### config.mk
export PLATFORM = sky130hd
export DESIGN_NAME = prog_loader
export DESIGN_NICKNAME = d
export VERILOG_FILES = /design/src/rtl/prog_loader_pkg.sv /design/src/rtl/prog_loader.sv
export SDC_FILE = /design/constraint.sdc
export NUM_CORES = 1
export LEC_CHECK = 0
export CORE_MARGIN = 5
export CORE_UTILIZATION = 45
export DETAILED_ROUTE_END_ITERATION = 10
export HOLD_SLACK_MARGIN = 0.12
export PLACE_DENSITY = 0.71
export RECOVER_POWER = 50
export SLEW_MARGIN = 10
export SYNTH_ARGS = -nofsm -noshare
export SYNTH_HDL_FRONTEND = slang
export SYNTH_SLANG_ARGS = --single-unit
export TNS_END_PERCENT = 1
### constraint.sdc
create_clock -name Clk -period 2.14 [get_ports Clk]
set_clock_uncertainty 0.2 [all_clocks]
set_input_delay 0.321 -clock Clk [delete_from_list [all_inputs] [get_ports Clk]]
set_output_delay 0.321 -clock Clk [all_outputs]
set_load 0.01 [all_outputs]
### src/rtl/prog_loader_pkg.sv
// Shared types and constants for the instruction-memory byte-stream loader.
package prog_loader_pkg;

  typedef enum logic [2:0] {
    IDLE,
    COUNT,
    HI,
    LO,
    WRITE,
    CHECK,
    DONE,
    ERROR
  } state_t;

  localparam logic [7:0] SYNC_BYTE_DEF = 8'hA5;

  // The loader accepts bytes in every state except the RAM write slot and after success.
  function automatic logic state_ready(input state_t s);
    return !(s == WRITE || s == DONE);
  endfunction

endpackage

### src/rtl/prog_loader.sv
// Receives a framed program byte stream, writes 16-bit words to instruction RAM,
// and holds the CPU in reset until a checksum-verified image is present.
module prog_loader
  import prog_loader_pkg::*;
#(
  parameter int         ADDR_W    = 7,
  parameter logic [7:0] SYNC_BYTE = SYNC_BYTE_DEF
) (
  input  logic              Clk,
  input  logic              Reset,
  input  logic [7:0]        Byte_In,
  input  logic              Byte_Valid,
  output logic              Byte_Ready,
  input  logic              Start,
  output logic [ADDR_W-1:0] IM_Addr,
  output logic [15:0]       IM_Data,
  output logic              IM_Wr,
  output logic              CPU_Hold,
  output logic [ADDR_W:0]   Words_Loaded,
  output logic              Done,
  output logic              Error
);

  localparam int MAX_WORDS = 1 << ADDR_W;

  state_t            state_reg, state_next;
  logic [ADDR_W-1:0] addr_reg, addr_next;
  logic [15:0]       data_reg, data_next;
  logic              wr_reg, wr_next;
  logic [ADDR_W:0]   words_reg, words_next;
  logic [ADDR_W:0]   n_reg, n_next;
  logic [7:0]        sum_reg, sum_next;
  logic [7:0]        hi_reg, hi_next;
  logic              hold_reg, hold_next;
  logic              done_reg, done_next;
  logic              err_reg, err_next;
  logic              ready;
  logic              accept;

  assign ready      = state_ready(state_reg);
  assign accept     = Byte_Valid && ready;
  assign Byte_Ready = ready && Reset;

  always_comb begin
    state_next = state_reg;
    addr_next  = addr_reg;
    data_next  = data_reg;
    wr_next    = 1'b0;
    words_next = words_reg;
    n_next     = n_reg;
    sum_next   = sum_reg;
    hi_next    = hi_reg;
    hold_next  = hold_reg;
    done_next  = done_reg;
    err_next   = err_reg;

    // Start wins over any byte offered in the same cycle; that byte is dropped.
    if (Start) begin
      state_next = IDLE;
      done_next  = 1'b0;
      err_next   = 1'b0;
      words_next = '0;
      hold_next  = 1'b1;
    end else begin
      case (state_reg)
        IDLE: begin
          if (accept && Byte_In == SYNC_BYTE) state_next = COUNT;
        end
        COUNT: begin
          if (accept) begin
            if (Byte_In == 8'd0 || int'(Byte_In) > MAX_WORDS) begin
              state_next = ERROR;
              err_next   = 1'b1;
            end else begin
              n_next     = (ADDR_W+1)'(Byte_In);
              sum_next   = 8'd0;
              words_next = '0;
              state_next = HI;
            end
          end
        end
        HI: begin
          if (accept) begin
            hi_next    = Byte_In;
            sum_next   = sum_reg + Byte_In;
            state_next = LO;
          end
        end
        LO: begin
          if (accept) begin
            sum_next   = sum_reg + Byte_In;
            data_next  = {hi_reg, Byte_In};
            addr_next  = words_reg[ADDR_W-1:0];
            wr_next    = 1'b1;
            state_next = WRITE;
          end
        end
        WRITE: begin
          words_next = words_reg + 1'b1;
          state_next = (words_next == n_reg) ? CHECK : HI;
        end
        CHECK: begin
          if (accept) begin
            if (Byte_In == sum_reg) begin
              state_next = DONE;
              done_next  = 1'b1;
              hold_next  = 1'b0;
            end else begin
              state_next = ERROR;
              err_next   = 1'b1;
            end
          end
        end
        DONE:    state_next = DONE;
        ERROR:   state_next = ERROR;
        default: state_next = IDLE;
      endcase
    end
  end

  always_ff @(posedge Clk or negedge Reset) begin
    if (!Reset) begin
      state_reg <= IDLE;
      addr_reg  <= '0;
      data_reg  <= '0;
      wr_reg    <= 1'b0;
      words_reg <= '0;
      n_reg     <= '0;
      sum_reg   <= '0;
      hi_reg    <= '0;
      hold_reg  <= 1'b1;
      done_reg  <= 1'b0;
      err_reg   <= 1'b0;
    end else begin
      state_reg <= state_next;
      addr_reg  <= addr_next;
      data_reg  <= data_next;
      wr_reg    <= wr_next;
      words_reg <= words_next;
      n_reg     <= n_next;
      sum_reg   <= sum_next;
      hi_reg    <= hi_next;
      hold_reg  <= hold_next;
      done_reg  <= done_next;
      err_reg   <= err_next;
    end
  end

  assign IM_Addr      = addr_reg;
  assign IM_Data      = data_reg;
  assign IM_Wr        = wr_reg;
  assign Words_Loaded = words_reg;
  assign CPU_Hold     = hold_reg;
  assign Done         = done_reg;
  assign Error        = err_reg;

endmodule
==> flow_summary.ini <==
[yosys]
synth-async-reset-ratio_pct = 100
synth_area_per_cell_sq_um = 11.4
yosysMostFrequentCell = dfrtp_1
synth_edf_count = 0
syn-instance-count = 275
synth_top_area_cell = dfrtp_1
ys_ff_latch = 62
synth_area_sq_mm = 0.00315
synthDistinctLibCells = 58
synthTopCellsByCount = dfrtp_1, mux2_2, nand2_1, nor2_1, xnor2_1
ys_top_cells_by_area = dfrtp_1, mux2_2, ha_1, xnor2_1, a22o_1
synth_flop_cell = dfrtp_1
ys_seq_area_share_pct = 49.4
synth_top_area_share_pct = 48.5
yosysWarnings = 0
synth_nets = 296

[worst_setup_path]
rrSetupSlack_ps = -30
crit_fanout = 3
rr_worst_depth = 7
r2r_end = state_reg[1]
cp_slowest_cell = dfrtp_2
cp-start-kind = flop
path_cells = ha_4 > xnor2_2 > xnor2_1 > a211o_1 > a2111oi_4 > a31oi_2 > o311a_1
slowest_delay_ps = 430
arrival_ps = 2200
rr_startpoint = Words_Loaded[0]
critPathBufInv = 0
worstSetupPathType = reg2reg
critPathTopFamily = compound AO/OA/AOI/OAI gates
cp-end-kind = flop
critPathRequiredTime_ps = 2170

[run_status]
failed_checks = setup timing
status = finished with violations

[global_route]
antenna_found_initial = 0
track_usage_pct = 19.8
grt_max_degree = 63
overflow = 0
grt_pass1_vias = 2693
grt_pass1_wl_microns = 13400

[min_path]
hp-start = Byte_In[0]
min_path_cells = 3
min_to = IM_Data[0]
hold_class = in2reg

[power_and_ir_drop]
pwr_density_cell_mw_per_mm2 = 563
clkPwrFrac_pct = 43.1
total_power_mw = 2.51
cellInternalPower_mw = 1.87
swShare_pct = 25.4
p_seq_share_pct = 47.8
p_switching_mw = 0.637
p_leak_nw = 2.15
combPwrFrac_pct = 9.1
peakVddDrop_mv = 0.497

[timing]
hold_slack_ps = 214
finalSetupViolCount = 3
fmax_mhz = 462
final_hold_viol_count = 0
period_minus_slack_ps = 2170
maxSlewViolCount = 0
fin_crit_sh_pct = 101
rsz0062_at_grt = true
worst_pin_slew_ps = 848
slew_headroom_pct = 43.5
setup_slack_ps = -26.8
fin_setup_tns_ps = -42.3

[clocking]
cts_root_buf = clkbuf_8
cts_setup_buffers = 0
h-tree-depth = 3
numCtsBuffers = 9
cts.sinks = 62
clockBufferDepth = 2
tritoncts = done
clk_latency_ps = 350
clkTransAtPathRegs_ps = 80

[placed_design]
hpwl_microns = 5440
io_buffers = 47
gp_congestion = 0.832
dp.cells = 459
post-place-ws_ps = -620

[die]
die_w_microns = 93.6
die-height_microns = 93.6
row_count = 30
start_util_pct = 46.3
coreArea_sq_mm = 0.00679
pin_count = 48
die-area_sq_mm = 0.00876

[flow_run]
maxCapViolCount = 0

[detailed_routing]
drc = 0
drtAntennaViolNets = 0
wl_per_cell_microns = 16.5
viasPerCell = 5.37
initialDrtViolationCount = 86
routed_wl_microns = 7860
vias = 2560
dr.pass1.iters = 4

[layout]
layout-drive-gt1-share_pct = 37.0
syn_to_final_growth_pct = 41.8
antenna_cells = 0
fillers = 546
layout.cells.non_filler = 477
largest_reg_flops = 16
layout.nets = 397
==> timing repair <==
item	4_1_cts	5_1_grt
hold buffers	1	0
endpoints found under the setup margin	30	25
resized for setup	25	17
endpoints found under the hold margin	61	0
pin swaps	10	6
cloned	1	0
==> worst min-delay path: stages <==
cell      delay (ps)
clkbuf_2         130
buf_4            150
mux2_2           140
==> area by class of cell <==
class | instances | area [sq um] | share of cell area [%]
Inverter | 8 | 30.0 | 0.673
Clock inverter | 6 | 71.3 | 1.60
Clock buffer | 10 | 138 | 3.09
Timing Repair Buffer | 102 | 888 | 19.9
Multi-Input combinational cell | 193 | 1660 | 37.2
Sequential cell | 62 | 1560 | 34.9
Tap cell | 96 | 120 | 2.69
==> cell families after synthesis <==
group,count (synthesis),share of synthesized area (%)
adder cells (fa/ha/maj),9,3.82
XOR/XNOR,16,4.45
buffers and inverters,20,2.63
AO/OA/AOI/OAI,60,13.8
multiplexers,39,13.9
flip-flops,62,49.4
AND/OR/NAND/NOR,69,12.0
==> worst max path at each step <==
stage          slack [ps]         endpoint            start  cells after the start
3_5_place_dp         -620  Words_Loaded[5]       Byte_In[1]                      7
5_1_grt               -80     state_reg[1]  Words_Loaded[0]                      7
6_report              -30     state_reg[1]  Words_Loaded[0]                      7
4_1_cts               -50     state_reg[1]  Words_Loaded[0]                      7
2_1_floorplan         -30         n_reg[0]       Byte_In[1]                      6
3_3_place_gp         -620  Words_Loaded[5]       Byte_In[1]                      7
==> stage by stage <==
stage               cell area (sq um)  util (%)
global route                     4460      65.7
detailed placement               4100      60.4
CTS                              4430      65.2
floorplan                        3160         -
finish                           4460      65.7
global placement                 4100      60.4
==> routing by layer <==
metal | GRT usage, % | routed length, microns | share of wire [%] | up-vias
met1 | 25.7 | 3520 | 45 | 1271
met5 | 0 | 0 | 0 | -
met3 | 3.46 | 335 | 4.3 | 11
met4 | 9.15 | 122 | 1.6 | 0
met2 | 32.2 | 3880 | 49 | 65
li1 | - | - | - | 1213
==> cell usage in the layout, fill, tap and decap left out, drive strengths merged, types with 4 or more instances in the layout <==
| master | n |
|---|---|
| inv | 8 |
| a21o | 4 |
| dlygate4sd3 | 14 |
| dfrtp | 61 |
| xnor2 | 10 |
| ha | 8 |
| nor3 | 5 |
| a22o | 8 |
| clkdlybuf4s50 | 25 |
| a21oi | 9 |
| clkbuf | 13 |
| o211ai | 4 |
| dlygate4sd2 | 4 |
| mux2 | 38 |
| nand2b | 4 |
| xor2 | 6 |
| o21ai | 11 |
| nor2 | 15 |
| buf | 54 |
| nand2 | 18 |
| nand3 | 7 |
==> power by group through the flow <==
stage	clock network (mW)	registers [mW]	logic, mW
after floorplan	0	1.22	0.0936
after global placement	0	1.22	0.210
after detailed placement	0	1.22	0.216
after CTS	1.09	1.20	0.226
after global routing	1.16	1.20	0.253
final	1.08	1.20	0.229
No activity file was read; power rests on OpenSTA's default activity.
